--- config.mk ---
export PLATFORM = sky130hd
export DESIGN_NAME = ysyx_23060075_mem_arb_flat
export DESIGN_NICKNAME = d
export VERILOG_FILES = /design/src/rtl/ysyx_23060075_mem_arb_pkg.sv /design/src/rtl/ysyx_23060075_mem_arb_if.sv /design/src/rtl/ysyx_23060075_rr_arb.sv /design/src/rtl/ysyx_23060075_mem_arb.sv /design/src/flat_wrapper.sv
export SDC_FILE = /design/constraint.sdc
export NUM_CORES = 1
export LEC_CHECK = 0
export ABC_AREA = 1
export BUFFER_PORTS_ARGS = -buffer_cell sky130_fd_sc_hd__buf_2
export CAP_MARGIN = 0
export CORE_AREA = 2 2 118 120
export CTS_CLUSTER_DIAMETER = 30
export DETAILED_ROUTE_END_ITERATION = 10
export DIE_AREA = 0 0 120 122
export GPL_TIMING_DRIVEN = 1
export PLACE_DENSITY = 0.81
export RECOVER_POWER = 25
export REMOVE_ABC_BUFFERS = 1
export SETUP_SLACK_MARGIN = 0.3
export SYNTH_ARGS = -nofsm -noshare
export SYNTH_HDL_FRONTEND = slang
export SYNTH_HIERARCHICAL = 1
export SYNTH_SLANG_ARGS = --single-unit
--- constraint.sdc ---
create_clock -name clk -period 4 [get_ports clk]
set_clock_uncertainty 0.1 [all_clocks]
set_input_delay 0.8 -clock clk [delete_from_list [all_inputs] [get_ports clk]]
set_output_delay 0.8 -clock clk [all_outputs]
set_load 0.05 [all_outputs]
--- src/rtl/ysyx_23060075_mem_arb_pkg.sv ---
// ---------------------------------------------------------------------------
// ysyx_23060075_mem_arb_pkg
// Shared definitions for the memory request arbiter:
//   - access size encodings carried on req_size
//   - FSM state encodings of the arbiter top
//   - byte-mask width derivation from the data width
//   - alignment check applied to every accepted request
// ---------------------------------------------------------------------------
package ysyx_23060075_mem_arb_pkg;

    localparam logic [1:0] SZ_BYTE = 2'd0;
    localparam logic [1:0] SZ_HALF = 2'd1;
    localparam logic [1:0] SZ_WORD = 2'd2;
    localparam logic [1:0] SZ_ILL  = 2'd3;

    localparam logic [1:0] ST_IDLE = 2'd0;
    localparam logic [1:0] ST_REQ  = 2'd1;
    localparam logic [1:0] ST_WAIT = 2'd2;
    localparam logic [1:0] ST_ERR  = 2'd3;

    function automatic int mask_width(input int isa_width);
        return isa_width / 8;
    endfunction

    // 1 when the access cannot be issued: misaligned half/word or illegal size
    function automatic logic misaligned(input logic [1:0] size, input logic [1:0] addr_lo);
        case (size)
            SZ_BYTE: return 1'b0;
            SZ_HALF: return addr_lo[0];
            SZ_WORD: return |addr_lo;
            default: return 1'b1;
        endcase
    endfunction

endpackage

--- src/rtl/ysyx_23060075_mem_arb_if.sv ---
// ---------------------------------------------------------------------------
// ysyx_23060075_mem_arb_if
// Bundles the requester channels, the shared downstream memory port and the
// error counter of the arbiter.
//   req_*   : per-channel request, channel i in slice i
//   resp_*  : one-hot response pulse with shared read data / error flag
//   mem_*   : single downstream port, mem_rvalid completes reads and writes
//   err_cnt : saturating count of error responses
// Modports: slave = the arbiter, master = the core/memory environment.
// ---------------------------------------------------------------------------
interface ysyx_23060075_mem_arb_if #(
    parameter int ISA_WIDTH     = 32,
    parameter int MASK_WIDTH    = ISA_WIDTH / 8,
    parameter int N_CH          = 2,
    parameter int ERR_CNT_WIDTH = 16
);
    logic [N_CH-1:0]            req_valid;
    logic [N_CH-1:0]            req_ready;
    logic [N_CH*ISA_WIDTH-1:0]  req_addr;
    logic [N_CH*ISA_WIDTH-1:0]  req_wdata;
    logic [N_CH*MASK_WIDTH-1:0] req_mask;
    logic [N_CH-1:0]            req_wen;
    logic [N_CH*2-1:0]          req_size;
    logic [N_CH-1:0]            resp_valid;
    logic [ISA_WIDTH-1:0]       resp_rdata;
    logic                       resp_err;
    logic                       mem_valid;
    logic                       mem_ready;
    logic [ISA_WIDTH-1:0]       mem_addr;
    logic [ISA_WIDTH-1:0]       mem_wdata;
    logic [MASK_WIDTH-1:0]      mem_mask;
    logic                       mem_wen;
    logic                       mem_rvalid;
    logic [ISA_WIDTH-1:0]       mem_rdata;
    logic [ERR_CNT_WIDTH-1:0]   err_cnt;

    modport slave (
        input  req_valid, req_addr, req_wdata, req_mask, req_wen, req_size,
        input  mem_ready, mem_rvalid, mem_rdata,
        output req_ready, resp_valid, resp_rdata, resp_err,
        output mem_valid, mem_addr, mem_wdata, mem_mask, mem_wen, err_cnt
    );

    modport master (
        output req_valid, req_addr, req_wdata, req_mask, req_wen, req_size,
        output mem_ready, mem_rvalid, mem_rdata,
        input  req_ready, resp_valid, resp_rdata, resp_err,
        input  mem_valid, mem_addr, mem_wdata, mem_mask, mem_wen, err_cnt
    );
endinterface

--- src/rtl/ysyx_23060075_rr_arb.sv ---
// ---------------------------------------------------------------------------
// ysyx_23060075_rr_arb
// N-way grant logic. Search starts at the priority pointer and wraps; the
// first valid requester wins. With RR_EN=1 the pointer moves to granted+1
// on every accepted grant, with RR_EN=0 it stays at 0 (lowest index wins).
// Ports:
//   clk, rst  : clock, async active-low reset (pointer -> 0)
//   req       : request vector
//   advance   : grant was accepted this cycle
//   grant     : one-hot grant, zero when no request
//   grant_idx : binary index of the granted channel
// ---------------------------------------------------------------------------
module ysyx_23060075_rr_arb #(
    parameter int N_CH  = 2,
    parameter int RR_EN = 1,
    localparam int IDX_W = $clog2(N_CH)
) (
    input  logic             clk,
    input  logic             rst,
    input  logic [N_CH-1:0]  req,
    input  logic             advance,
    output logic [N_CH-1:0]  grant,
    output logic [IDX_W-1:0] grant_idx
);
    logic [IDX_W-1:0] ptr;

    always_comb begin : pick
        int   j;
        logic found;
        j         = 0;
        found     = 1'b0;
        grant     = '0;
        grant_idx = '0;
        for (int k = 0; k < N_CH; k++) begin
            j = int'(ptr) + k;
            if (j >= N_CH) j = j - N_CH;
            if (!found && req[j[IDX_W-1:0]]) begin
                grant[j[IDX_W-1:0]] = 1'b1;
                grant_idx           = j[IDX_W-1:0];
                found               = 1'b1;
            end
        end
    end

    always_ff @(posedge clk or negedge rst) begin
        if (!rst) begin
            ptr <= '0;
        end else if (RR_EN != 0 && advance) begin
            ptr <= (grant_idx == IDX_W'(N_CH - 1)) ? '0 : grant_idx + IDX_W'(1);
        end
    end
endmodule

--- src/rtl/ysyx_23060075_mem_arb.sv ---
// ---------------------------------------------------------------------------
// ysyx_23060075_mem_arb
// Arbitrates N_CH requesters onto one memory port, one transaction at a
// time, and answers misaligned / illegal-size requests locally with an
// error response instead of issuing them downstream.
// Ports:
//   clk, rst : clock, async active-low reset
//   bus      : slave side of ysyx_23060075_mem_arb_if (requests, responses,
//              downstream memory port, error counter)
//
// state   | meaning
// --------+---------------------------------------------------------------
// IDLE    | grant shown on req_ready, waiting for a handshake
// REQ     | mem_valid high with latched fields, waiting for mem_ready
// WAIT    | request taken downstream, waiting for mem_rvalid
// ERR     | error response is on the outputs, no downstream access
// ---------------------------------------------------------------------------
module ysyx_23060075_mem_arb
    import ysyx_23060075_mem_arb_pkg::*;
#(
    parameter int ISA_WIDTH     = 32,
    parameter int MASK_WIDTH    = mask_width(ISA_WIDTH),
    parameter int N_CH          = 2,
    parameter int RR_EN         = 1,
    parameter int ERR_CNT_WIDTH = 16
) (
    input  logic                      clk,
    input  logic                      rst,
    ysyx_23060075_mem_arb_if.slave    bus
);
    localparam int IDX_W = $clog2(N_CH);

    logic [1:0]               state;
    logic [IDX_W-1:0]         ch;
    logic [IDX_W-1:0]         grant_idx;
    logic [N_CH-1:0]          grant;
    logic                     accept;
    logic [ISA_WIDTH-1:0]     sel_addr;
    logic [ISA_WIDTH-1:0]     sel_wdata;
    logic [MASK_WIDTH-1:0]    sel_mask;
    logic [1:0]               sel_size;
    logic                     sel_wen;
    logic                     sel_err;

    logic                     mem_valid_q;
    logic [ISA_WIDTH-1:0]     mem_addr_q;
    logic [ISA_WIDTH-1:0]     mem_wdata_q;
    logic [MASK_WIDTH-1:0]    mem_mask_q;
    logic                     mem_wen_q;
    logic [N_CH-1:0]          resp_valid_q;
    logic [ISA_WIDTH-1:0]     resp_rdata_q;
    logic                     resp_err_q;
    logic [ERR_CNT_WIDTH-1:0] err_cnt_q;

    ysyx_23060075_rr_arb #(.N_CH(N_CH), .RR_EN(RR_EN)) u_arb (
        .clk       (clk),
        .rst       (rst),
        .req       (bus.req_valid),
        .advance   (accept),
        .grant     (grant),
        .grant_idx (grant_idx)
    );

    // grant only contains valid channels, so any grant in IDLE is a handshake
    assign accept    = (state == ST_IDLE) && (|grant);
    assign sel_addr  = bus.req_addr [int'(grant_idx)*ISA_WIDTH  +: ISA_WIDTH];
    assign sel_wdata = bus.req_wdata[int'(grant_idx)*ISA_WIDTH  +: ISA_WIDTH];
    assign sel_mask  = bus.req_mask [int'(grant_idx)*MASK_WIDTH +: MASK_WIDTH];
    assign sel_size  = bus.req_size [int'(grant_idx)*2 +: 2];
    assign sel_wen   = bus.req_wen[grant_idx];
    assign sel_err   = misaligned(sel_size, sel_addr[1:0]);

    // gated by rst so req_ready reads zero for the whole reset window
    assign bus.req_ready  = (state == ST_IDLE && rst) ? grant : '0;
    assign bus.mem_valid  = mem_valid_q;
    assign bus.mem_addr   = mem_addr_q;
    assign bus.mem_wdata  = mem_wdata_q;
    assign bus.mem_mask   = mem_mask_q;
    assign bus.mem_wen    = mem_wen_q;
    assign bus.resp_valid = resp_valid_q;
    assign bus.resp_rdata = resp_rdata_q;
    assign bus.resp_err   = resp_err_q;
    assign bus.err_cnt    = err_cnt_q;

    always_ff @(posedge clk or negedge rst) begin
        if (!rst) begin
            state        <= ST_IDLE;
            ch           <= '0;
            mem_valid_q  <= 1'b0;
            mem_addr_q   <= '0;
            mem_wdata_q  <= '0;
            mem_mask_q   <= '0;
            mem_wen_q    <= 1'b0;
            resp_valid_q <= '0;
            resp_rdata_q <= '0;
            resp_err_q   <= 1'b0;
            err_cnt_q    <= '0;
        end else begin
            resp_valid_q <= '0;
            resp_err_q   <= 1'b0;
            case (state)
                ST_IDLE: begin
                    if (accept) begin
                        ch <= grant_idx;
                        if (sel_err) begin
                            // response is registered here so it is visible during ERR
                            state        <= ST_ERR;
                            resp_valid_q <= grant;
                            resp_err_q   <= 1'b1;
                            resp_rdata_q <= '0;
                            if (err_cnt_q != '1) err_cnt_q <= err_cnt_q + ERR_CNT_WIDTH'(1);
                        end else begin
                            state       <= ST_REQ;
                            mem_valid_q <= 1'b1;
                            mem_addr_q  <= sel_addr;
                            mem_wdata_q <= sel_wdata;
                            mem_mask_q  <= sel_mask;
                            mem_wen_q   <= sel_wen;
                        end
                    end
                end
                ST_REQ: begin
                    if (bus.mem_ready) begin
                        mem_valid_q <= 1'b0;
                        state       <= ST_WAIT;
                    end
                end
                ST_WAIT: begin
                    if (bus.mem_rvalid) begin
                        resp_valid_q <= N_CH'(1) << ch;
                        resp_rdata_q <= bus.mem_rdata;
                        state        <= ST_IDLE;
                    end
                end
                default: state <= ST_IDLE;
            endcase
        end
    end
endmodule

--- src/flat_wrapper.sv ---
// flat-port wrapper written by rule: the top's interface ports become plain ports
module ysyx_23060075_mem_arb_flat import ysyx_23060075_mem_arb_pkg::*;
#(
    parameter int ISA_WIDTH     = 32,
    parameter int MASK_WIDTH    = mask_width(ISA_WIDTH),
    parameter int N_CH          = 2,
    parameter int RR_EN         = 1,
    parameter int ERR_CNT_WIDTH = 16
)
  (clk, rst, bus_req_valid, bus_req_addr, bus_req_wdata, bus_req_mask, bus_req_wen, bus_req_size, bus_mem_ready, bus_mem_rvalid, bus_mem_rdata, bus_req_ready, bus_resp_valid, bus_resp_rdata, bus_resp_err, bus_mem_valid, bus_mem_addr, bus_mem_wdata, bus_mem_mask, bus_mem_wen, bus_err_cnt);
  ysyx_23060075_mem_arb_if #(.ISA_WIDTH(ISA_WIDTH), .MASK_WIDTH(MASK_WIDTH), .N_CH(N_CH), .ERR_CNT_WIDTH(ERR_CNT_WIDTH)) bus_i ();
  input  logic clk;
  input  logic rst;
  input wire logic [$bits(bus_i.req_valid)-1:0] bus_req_valid;
  input wire logic [$bits(bus_i.req_addr)-1:0] bus_req_addr;
  input wire logic [$bits(bus_i.req_wdata)-1:0] bus_req_wdata;
  input wire logic [$bits(bus_i.req_mask)-1:0] bus_req_mask;
  input wire logic [$bits(bus_i.req_wen)-1:0] bus_req_wen;
  input wire logic [$bits(bus_i.req_size)-1:0] bus_req_size;
  input wire logic [$bits(bus_i.mem_ready)-1:0] bus_mem_ready;
  input wire logic [$bits(bus_i.mem_rvalid)-1:0] bus_mem_rvalid;
  input wire logic [$bits(bus_i.mem_rdata)-1:0] bus_mem_rdata;
  output wire logic [$bits(bus_i.req_ready)-1:0] bus_req_ready;
  output wire logic [$bits(bus_i.resp_valid)-1:0] bus_resp_valid;
  output wire logic [$bits(bus_i.resp_rdata)-1:0] bus_resp_rdata;
  output wire logic [$bits(bus_i.resp_err)-1:0] bus_resp_err;
  output wire logic [$bits(bus_i.mem_valid)-1:0] bus_mem_valid;
  output wire logic [$bits(bus_i.mem_addr)-1:0] bus_mem_addr;
  output wire logic [$bits(bus_i.mem_wdata)-1:0] bus_mem_wdata;
  output wire logic [$bits(bus_i.mem_mask)-1:0] bus_mem_mask;
  output wire logic [$bits(bus_i.mem_wen)-1:0] bus_mem_wen;
  output wire logic [$bits(bus_i.err_cnt)-1:0] bus_err_cnt;
  assign bus_i.req_valid = bus_req_valid;
  assign bus_i.req_addr = bus_req_addr;
  assign bus_i.req_wdata = bus_req_wdata;
  assign bus_i.req_mask = bus_req_mask;
  assign bus_i.req_wen = bus_req_wen;
  assign bus_i.req_size = bus_req_size;
  assign bus_i.mem_ready = bus_mem_ready;
  assign bus_i.mem_rvalid = bus_mem_rvalid;
  assign bus_i.mem_rdata = bus_mem_rdata;
  assign bus_req_ready = bus_i.req_ready;
  assign bus_resp_valid = bus_i.resp_valid;
  assign bus_resp_rdata = bus_i.resp_rdata;
  assign bus_resp_err = bus_i.resp_err;
  assign bus_mem_valid = bus_i.mem_valid;
  assign bus_mem_addr = bus_i.mem_addr;
  assign bus_mem_wdata = bus_i.mem_wdata;
  assign bus_mem_mask = bus_i.mem_mask;
  assign bus_mem_wen = bus_i.mem_wen;
  assign bus_err_cnt = bus_i.err_cnt;
  ysyx_23060075_mem_arb #(.ISA_WIDTH(ISA_WIDTH), .MASK_WIDTH(MASK_WIDTH), .N_CH(N_CH), .RR_EN(RR_EN), .ERR_CNT_WIDTH(ERR_CNT_WIDTH)) u_core (.clk(clk), .rst(rst), .bus(bus_i));
endmodule
# Word-level counts from Yosys, hierarchy flattened
# Index checks and enable logic that the tools add are counted.
# word_totals
regBits	125
elab_cells	99
out_inout_bits	123
inputBits	180
# op_classes
shifts	5
mux	40
eq_ne	10
magnitude_cmp	7
n_reduce_logical	18
add_sub_neg	5
n_bitwise	2
# ops
op	count
$shiftx A64 B7 Y32	2
$mux W32	3
$pmux W32 S2	1
$mux W1	20
$mux W2	10
$add A16 B1 Y16 const B	1
$ne A16 B16 Y1 const B	1
$reduce_and A4 Y1	3
$shiftx A8 B4 Y4	1
$lt A1 B2 Y1 const B	3
$ne A2 B2 Y1 const B	3
$pmux W2 S3	1
$reduce_and A3 Y1	2
$logic_and A1 B1 Y1	5
$eq A2 B1 Y1 const B	2
$eq A2 B2 Y1 const B	2
$logic_not A2 Y1	2
$ne A2 B1 Y1 const B	2
$pmux W2 S2	1
$reduce_bool A2 Y1	2
$reduce_or A2 Y1	2
$shiftx A4 B3 Y2	1
$pmux W1 S3	1
$add A1 B1 Y2 const B	1
other kinds (12)	15

# Depth between registers and ports, before layout
# Gate-level depths: netlist (run 1).
# logic_depth
depth_word	14
ltp_mapped	14
depth_no_buf	13

# By module
# Netlist (run 1), hierarchy kept.
# by_module_without_submodules
mod	instances	seq_area_each_um2	area_per_inst_um2	cells_each
ysyx_23060075_mem_arb	1	3103.0	6125.9	688
ysyx_23060075_rr_arb	1	25.0	65.1	11

# Least setup slack after synthesis (run 1)
# No wires, ideal clock.
# synth_timing
path_kind	input port to output port
from	input bus_req_valid[0]
to	output bus_req_ready[0]
slack_ns	0.968
arrival_ns	2.132
cell_stages	4
required_ns	3.100
path_buffers	0
cell_sequence	inv_1 > a21oi_1 > inv_1 > nor3_1
# synth_between
elab_chain_len	7
word_cells_on_any_way	11
cone_classes	mux (8); bitwise (1); reduce/logical (2)
# synth_rtl
item	line_no	rtl
start: declaration	flat_wrapper.sv:14	input wire logic [$bits(bus_i.req_valid)-1:0] bus_req_valid;
$mux W1 (implied by the code) (2 in a row)	ysyx_23060075_rr_arb.sv:37	if (!found && req[j[IDX_W-1:0]]) begin
$mux W1	ysyx_23060075_rr_arb.sv:37	
$logic_not A1 Y1	ysyx_23060075_rr_arb.sv:37	
$logic_and A1 B1 Y1	ysyx_23060075_rr_arb.sv:37	
$mux W2 (*)	ysyx_23060075_rr_arb.sv:37	
via u_core.grant[0]	ysyx_23060075_mem_arb.sv:36	logic [N_CH-1:0] grant;
$mux W2 (*)	ysyx_23060075_mem_arb.sv:74	assign bus.req_ready = (state == ST_IDLE && rst) ? grant : '0;
end: declaration	flat_wrapper.sv:23	output wire logic [$bits(bus_i.req_ready)-1:0] bus_req_ready;
# The timed path passes the listed nets; every way through them passes the cells marked *. The select of a mux whose other input is x is not followed.

# Final worst setup path (run 1)
# layout_timing
from	input bus_req_valid[0]
to	register u_core.resp_rdata_q[1], in the netlist u_core/bus.resp_rdata[1]
# layout_between
word_cells_on_any_way	24
cone_classes	eq/ne (4); shift (2); mux (10); bitwise (1); reduce/logical (7)
# layout_lines
item	line_no	rtl
$mux W1 (implied by the code) (2 in a row)	ysyx_23060075_rr_arb.sv:37	
$mux W1	ysyx_23060075_rr_arb.sv:37	
$logic_not A1 Y1	ysyx_23060075_rr_arb.sv:37	
$logic_and A1 B1 Y1	ysyx_23060075_rr_arb.sv:37	
$mux W2 (*)	ysyx_23060075_rr_arb.sv:37	
via u_core.grant[1]	ysyx_23060075_mem_arb.sv:36	
$reduce_or A2 Y1 (*)	ysyx_23060075_mem_arb.sv:65	assign accept = (state == ST_IDLE) && (|grant);
$logic_and A1 B1 Y1 (*)	ysyx_23060075_mem_arb.sv:65	
via u_core.accept	ysyx_23060075_mem_arb.sv:37	logic accept;
$ne A2 B1 Y1 (no line) (*)	n/a	
$reduce_and A4 Y1 (no line) (*)	n/a	
end signal: assignment	ysyx_23060075_mem_arb.sv:131	resp_rdata_q <= bus.mem_rdata;
end: declaration	ysyx_23060075_mem_arb.sv:51	logic [ISA_WIDTH-1:0] resp_rdata_q;
# Marks and branches as above.
# A chain may end at the register's enable or synchronous reset.

==> impl_summary.txt, run 1 <==
----------------------------------------------------
[Die]
  Core Area ... 13,500 um2
  Boundary Pins ... 303
  Total die area ... 14,600 um2
  Initial standard-cell utilization of the core ... 0.458
  FP Rows ... 43
  Width of the die ... 120 um
  Die Ht ... 122 um

[Synthesis]
  Mux contribution to synthesized area ... 0.108
  Number of distinct standard cells referenced by the synthesized netlist ... 26
  Proportion of netlist area held by the largest area contributor ... 0.505
  Top area cells in the synthesized netlist ... dfrtp_1 51%, nand2_1 15%, mux2i_1 11%, o21ai_1 4.1%, nand3b_1 3.9%
  Mean cell area of the mapped netlist ... 8.86 um2
  Dominant combinational cell family by area after synthesis ... simple AND/OR/NAND/NOR gates
  Share of the synthesized area in compound gates (AO/OA/AOI/OAI) ... 0.0804
  Fraction of synthesized cell area in xor and xnor cells ... 0.0141
  Warnings, synthesis ... 6
  Simple logic cell fraction of the synthesized area ... 0.231
  Register area share after synthesis ... 0.505
  Synth Instances ... 699
  Number of synthesized register bits ... 125
  Adder and majority gate portion of the synthesized area ... 0.00202
  Area of the mapped netlist ... 6190 um2
  Post-synthesis cell type with the largest combined area ... dfrtp_1

[CTS]
  Clk Latency, worst-skew pair ... 0.41 ns
  Clock tree from TritonCTS ... built
  Number of levels the H-tree was split into ... 4
  Buffer levels on the longest clock path ... 2
  PostCTS Resize Cnt ... 0
  Total clock buffers created by CTS ... 17
  Clock root buffer ... clkbuf_16
  Clock Pin Slew Worst Setup and Hold Paths ... 0.06 ns
  Number of hold-repair buffers added at the cts stage ... 0
  Number of clock sinks seen by CTS ... 125
  Count of buffers added by post-CTS timing repair for setup ... 0

[Setup path]
  Worst-path fanout max ... 33
  Critical Path RT ... 4.20 ns
  Crit path capture type ... flop
  WP data arrival ... 3.09 ns
  Kind of critical path ... primary input to flop
  Worst Setup Start Kind ... primary input

[GRT]
  GRT Resource Usage Total ... 0.235
  Maximum number of pins on one net before global-route repair ... 99
  Vias in the first global route ... 5,414
  Global-route wire length before repair ... 26,700 um
  Number of antenna violations at the first check in global routing ... 1
  Total overflow reported by the global router ... 0

[Route]
  Average routed wire per standard cell ... 14.6 um
  Starting DRT DRC Count ... 471
  Count of nets left with antenna violations after detail routing ... 0
  Number of vias after detailed routing ... 5,741
  Detailed-route vias per instance ... 4.86
  # DRC ... 0
  Total iterations of the first detailed-routing run ... 5
  Final routed wirelength across all metal layers ... 17,300 um

[Pwr]
  Power per unit of standard cell area ... 934 nW/um2
  Design Power ... 7.78 mW
  Largest voltage drop on the vdd net ... 0.496 mV
  Lkg Pwr ... 4.59 nW

[Cells and area]
  Fraction of final layout cells with drive strength greater than 1 ... 0.319
  Fill cell instance count of the final layout ... 1,233
  Antenna cell count ... 0
  Net total in the final layout ... 1,170
  Relative area change from synthesis to final layout ... 34.6%
  Utilization of the core after routing ... 0.617

[Placement]
  HPWL Detailed ... 12,700 um
  Final weighted congestion of routability-driven global placement ... 0.833
  Quantity of I/O buffers inserted on ports ... 302

[Timing]
  Max_slew headroom ... -0.0286
  Final Hold Vio Count ... 0
  F_max ... 346 MHz
  Final setup violation count ... 0
  Setup repair after global routing missed its margin ... false
  Final count of pins violating max slew ... 64
  Period Utilization, post-route ... 0.723
  Clock period minus final worst setup slack ... 2.89 ns
  Worst-Margin Slew ... 1.54 ns

[Status]
  Violated checks ... max-capacitance violations, max-slew violations
  Outcome ... finished, violations left

[Hold path]
  Worst hold path class ... flop to flop

[Flow run]
  Total of max-cap violations ... 1

----------------------------------------------------
## area by class of cell
class                      instances  area, um2  share of cell area
tap                              180        225              0.0270
sequential                       125       3130               0.375
clock buffer                      21        470              0.0565
inverter                          40        150              0.0180
timing repair buffer             309       1540               0.184
clock inverter                    10        115              0.0138
multi-input combinational        496       2710               0.325
## critical path: stages
cell	delay [ns]
clkbuf_1	0.09
inv_1	0.08
nand2_1	0.12
nand2_1	0.12
nor2_1	0.06
nor2_1	0.54
inv_1	0.14
nand2_1	0.09
buf_4	0.33
nand2_2	0.45
nand2_1	0.19
nand2_1	0.07
## through the flow
stage / instance area, um2 / hold slack (ns) / setup slack [ns] / std cells / TNS, ns
6_report: 8330 / 0.370 / 1.11 / 1181 / 0
5_1_grt: 8330 / 0.387 / 0.883 / 1181 / 0
4_1_cts: 8380 / 0.367 / 1.31 / 1181 / 0
3_5_place_dp: 7800 / 0.353 / 0.893 / 1150 / 0
3_3_place_gp: 7800 / 0.350 / 1.00 / 1150 / 0
2_1_floorplan: 5980 / 0.343 / -1.55 / 661 / -150.66
## power by group
part           leakage [nW]  switching (mW)  total [mW]  internal (mW)
Clock                 0.269           0.549        1.51          0.959
Combinational          2.72            3.15        4.10          0.945
Sequential             1.60           0.348        2.18           1.83
Total                  4.59            4.05        7.78           3.73
## synthesized netlist by cell type
master      n
xor2_1     10
buf_2      22
o21ai_0    21
dfrtp_1   125
clkbuf_1    8
nor3b_1     1
o21bai_1   16
o22ai_1     2
nor2_4      4
nand3_2     2
nand4_1     4
buf_4       5
o21ai_1    51
nor2_1     15
nand3b_1   32
nand3_1    10
mux2i_1    67
nor2_2      1
nand2_2     3
ha_1        1
buf_6       3
inv_1      40
nor3_1      3
and2_1      1
nand2_1   251
a21oi_1     1
## state kept, by name, indices dropped and copies added (netlist names), 2 cells and up, named ones only
signal,cells
u_core/bus.mem_wdata,32
u_core/bus.resp_valid,2
u_core/bus.err_cnt,16
u_core/bus.resp_rdata,32
u_core/bus.mem_addr,32
u_core/bus.mem_mask,4
u_core/state,2
## layout by cell type, fill, tap and decap left out, types with 2 or more instances in the layout
master / n
buf_2: 271
xor2_1: 10
clkbuf_16: 17
o22ai_1: 2
nand2_2: 2
nand4_1: 4
clkbuf_1: 32
bufinv_16: 2
clkbuf_8: 3
buf_4: 5
o21ai_0: 21
dfrtp_1: 125
clkinvlp_4: 6
o21ai_1: 51
nand2_4: 2
nand3_2: 2
nand3b_1: 32
nor3_1: 3
inv_1: 40
nand2_1: 250
nor2_4: 3
mux2i_1: 67
clkinv_2: 2
o21bai_1: 16
nor2_1: 15
nand3_1: 10
nor2_2: 2
## cells by family (layout without fill, tap and decap cells)
kind of cell / Yosys count / after routing
and+or+nand+nor: 327 / 327
AOI/OAI and AO/OA: 91 / 91
xor gates and xnor gates: 10 / 10
muxes: 67 / 67
DFF: 125 / 125
buffers and inverters: 78 / 380
adders and majority gates: 1 / 1
## path summary, 6_finish.rpt
path                                           start                         to  slack [ns]  depth (start not counted)
setup / recovery                    bus_req_valid[0]   u_core/bus.resp_rdata[1]        1.11                         12
hold / removal             u_core/bus.resp_rdata[16]  u_core/bus.resp_rdata[16]        0.37                          2
setup reg to reg                                flop   u_core/bus.resp_rdata[1]        1.29                          9
hold reg to reg            u_core/bus.resp_rdata[16]  u_core/bus.resp_rdata[16]        0.37                          2
max in group asynchronous                        rst    u_core/bus.mem_addr[31]        1.44                          3
min in group asynchronous                        rst            u_core/state[0]        0.81                          2
## routing by layer
layer	track usage	vias to the layer above	wire length (um)
met1	0.292	2652	7350
met3	0.0557	37	997
li1	-	2850	-
met4	0.0934	2	377
met5	0	-	11
met2	0.397	200	8560
(Power assumes the default switching activity.)
==> inputs of run 2 (changes only) <==
--- a/config.mk
+++ b/config.mk
@@ -8,10 +8,10 @@
 export ABC_AREA = 1
 export BUFFER_PORTS_ARGS = -buffer_cell sky130_fd_sc_hd__buf_2
 export CAP_MARGIN = 0
-export CORE_AREA = 2 2 118 120
+export CORE_MARGIN = 2
+export CORE_UTILIZATION = 47
 export CTS_CLUSTER_DIAMETER = 30
 export DETAILED_ROUTE_END_ITERATION = 10
-export DIE_AREA = 0 0 120 122
 export GPL_TIMING_DRIVEN = 1
 export PLACE_DENSITY = 0.81
 export RECOVER_POWER = 25
==> constraint.sdc (replaced) <==
create_clock -name clk -period 2.9 [get_ports clk]
set_clock_uncertainty 0.1 [all_clocks]
set_input_delay 0.58 -clock clk [delete_from_list [all_inputs] [get_ports clk]]
set_output_delay 0.58 -clock clk [all_outputs]
set_load 0.05 [all_outputs]
==> run 2 against run 1 <==
The flow still finishes with violations (max-capacitance violations, max-slew violations). Register-to-register slack got worse by 0.58 ns. Via count increased by 0.99%. Hold slack got worse by 0.023 ns. Flip-flop and latch count unchanged. Core utilization increased by 4.5 points. Power increased by 39%. Critical path type is now flop to primary output. Highest routed layer unchanged.
==> impl_summary.txt, run 2 (synthesis results as in run 1) <==
----------------------------------------------------
[Flow run]
  Total of max-cap violations ... 1 (unchanged)

[CTS]
  Total clock buffers created by CTS ... 17 (unchanged)
  Count of buffers added by post-CTS timing repair for setup ... 0 (unchanged)
  Clk Latency, worst-skew pair ... 0.41 ns (about the same)
  Clock tree from TritonCTS ... built
  Clock root buffer ... clkbuf_16
  Number of levels the H-tree was split into ... 4 (unchanged)
  Number of hold-repair buffers added at the cts stage ... 0 (unchanged)
  PostCTS Resize Cnt ... 0 (unchanged)
  Buffer levels on the longest clock path ... 2 (unchanged)
  Clock Pin Slew Worst Setup and Hold Paths ... 0.05 ns (about the same)
  Number of clock sinks seen by CTS ... 125 (unchanged)

[Die]
  Die Ht ... 119 um (-2.6%)
  Initial standard-cell utilization of the core ... 0.487 (+0.0282)
  Total die area ... 14,100 um2 (-3.6%)
  Width of the die ... 119 um (-1.0%)
  Boundary Pins ... 303 (unchanged)
  Core Area ... 12,700 um2 (-5.8%)
  FP Rows ... 41 (-4.7%)

[Cells and area]
  Area of combinational cells with multiple inputs ... 2720 um2 (+0.28%)
  Utilization of the core after routing ... 0.662 (+0.0447)
  Fill cell instance count of the final layout ... 1,090 (-12%)
  Most common library cell in the layout ignoring fill and taps ... buf_2
  Net total in the final layout ... 1,173 (+0.26%)
  Fraction of final layout cells with drive strength greater than 1 ... 0.348 (+0.0296)
  Most used cells in the layout excluding fill and tap cells ... 301 x buf_2, 250 x nand2_1, 125 x dfrtp_1
  Number of non-filler instances in the completed layout ... 1,179 (-0.17%)
  Final instance area ... 8420 um2 (+1.0%)
  Relative area change from synthesis to final layout ... 36.0%
  Combined flip-flop and latch cell area ... 3130 um2 (unchanged)

[Pwr]
  Lkg Pwr ... 4.74 nW (+3.2%)
  Power per unit of standard cell area ... 1290 nW/um2 (+38%)
  Design Power ... 10.8 mW (+39%)
  Largest voltage drop on the vdd net ... 0.646 mV (+30%)

[Timing]
  Setup TNS Final ... 0 ns (unchanged)
  Final worst-path setup slack ... 0.588 ns (-0.519 ns)
  Worst-Margin Slew ... 1.70 ns (+0.161 ns)
  Clock period minus final worst setup slack ... 2.31 ns
  Setup repair after global routing missed its margin ... false
  Final setup violation count ... 0 (unchanged)
  Final Hold Vio Count ... 0 (unchanged)
  Worst hold margin ... 0.347 ns (-0.0234 ns)
  F_max ... 433 MHz
  Period Utilization, post-route ... 0.797
  Max_slew headroom ... -0.136 (-0.107)
  Final count of pins violating max slew ... 126 (+97%)

[Route]
  Average routed wire per standard cell ... 15.1 um (+2.8%)
  # DRC ... 0 (unchanged)
  Starting DRT DRC Count ... 424 (-10%)
  Total iterations of the first detailed-routing run ... 5 (unchanged)
  Final routed wirelength across all metal layers ... 17,700 um (+2.6%)
  Count of nets left with antenna violations after detail routing ... 0 (unchanged)
  Number of vias after detailed routing ... 5,798 (+0.99%)
  Detailed-route vias per instance ... 4.92 (+1.2%)

[Hold path]
  Worst hold path class ... primary input to flop

[GRT]
  Global-route wire length before repair ... 28,200 um (+5.7%)
  Number of antenna violations at the first check in global routing ... 4 (+3)
  Vias in the first global route ... 5,680 (+4.9%)
  Total overflow reported by the global router ... 0 (unchanged)
  GRT Resource Usage Total ... 0.257 (+0.0217)
  Maximum number of pins on one net before global-route repair ... 126 (+27%)

[Setup path]
  Kind of critical path ... flop to primary output
  Delay of the slowest critical-path stage ... 0.40 ns (-0.14 ns)
  Worst-path fanout max ... 3 (-91%)
  Slowest CP cell ... dfrtp_1
  Chain of cells forming the critical path ... a21oi_1 > inv_1 > nor3_1 > buf_2
  Critical Path RT ... 2.22 ns (-1.98 ns)
  Crit path capture type ... primary output
  WP data arrival ... 1.63 ns (-1.46 ns)
  Worst Setup Start Kind ... flop

[Placement]
  Worst slack at placement ... 0.469 ns (-0.424 ns)
  Quantity of I/O buffers inserted on ports ... 302 (unchanged)
  Final weighted congestion of routability-driven global placement ... 0.858 (+3.0%)
  Total instance count after detailed placement ... 1,145 (-0.43%)
  HPWL Detailed ... 13,000 um (+2.4%)
  Placed cell area ... 7850 um2 (+0.64%)

[Status]
  Violated checks ... max-capacitance violations, max-slew violations
  Outcome ... finished, violations left

----------------------------------------------------
-- run 2: cell count changes in the layout (fill, tap and decap cells not counted), sizes merged --
cell | previous run | this run
clkinv | 2 | 3
clkbuf | 53 | 28
diode | 0 | 2
buf | 277 | 310
clkinvlp | 6 | 1
-- run 2: worst max-delay path: cells and delay by family (launching register included) --
family | cells | cell delay (ns)
flip-flops | 1 | 0.40
AO/OA/AOI/OAI | 1 | 0.21
AND/OR/NAND/NOR | 1 | 0.20
buffers and inverters | 2 | 0.41
-- run 2: report_power, final --
| part | switching (mW) | leakage [nW] | internal, mW |
|---|---|---|---|
| sequential | 0.473 | 1.60 | 2.52 |
| combinational | 4.40 | 2.85 | 1.39 |
| clock | 0.712 | 0.284 | 1.35 |
-- run 2: final cells by class --
cell class | instances | share of cell area
antenna | 2 | 0.000594
tap | 172 | 0.0256
timing repair buffer | 312 | 0.193
sequential | 125 | 0.372
clock inverter | 6 | 0.00981
clock buffer | 26 | 0.0593
inverter | 40 | 0.0178
multi-input combinational | 496 | 0.323
-- run 2: final timing paths --
kind / start / endpoint / slack (ns) / depth (start not counted)
setup / recovery: flop / bus_req_ready[0] / 0.59 / 4
hold / removal: bus_req_addr[25] / u_core/bus.mem_addr[25] / 0.35 / 3
setup reg to reg: u_core/bus.err_cnt[0] / u_core/bus.err_cnt[4] / 0.71 / 8
hold reg to reg: u_core/bus.resp_rdata[1] / u_core/bus.resp_rdata[1] / 0.37 / 2
max in group asynchronous: rst / u_core/bus.err_cnt[4] / 0.79 / 2
min in group asynchronous: rst / u_core/bus.err_cnt[12] / 0.79 / 2
-- run 2: layer usage --
layer	vias up	global-route usage	part of all wire
li1	2858	-	-
met1	2665	0.304	0.40
met2	224	0.429	0.50
met3	47	0.0806	0.070
met4	4	0.112	0.029
met5	-	0	0.0016
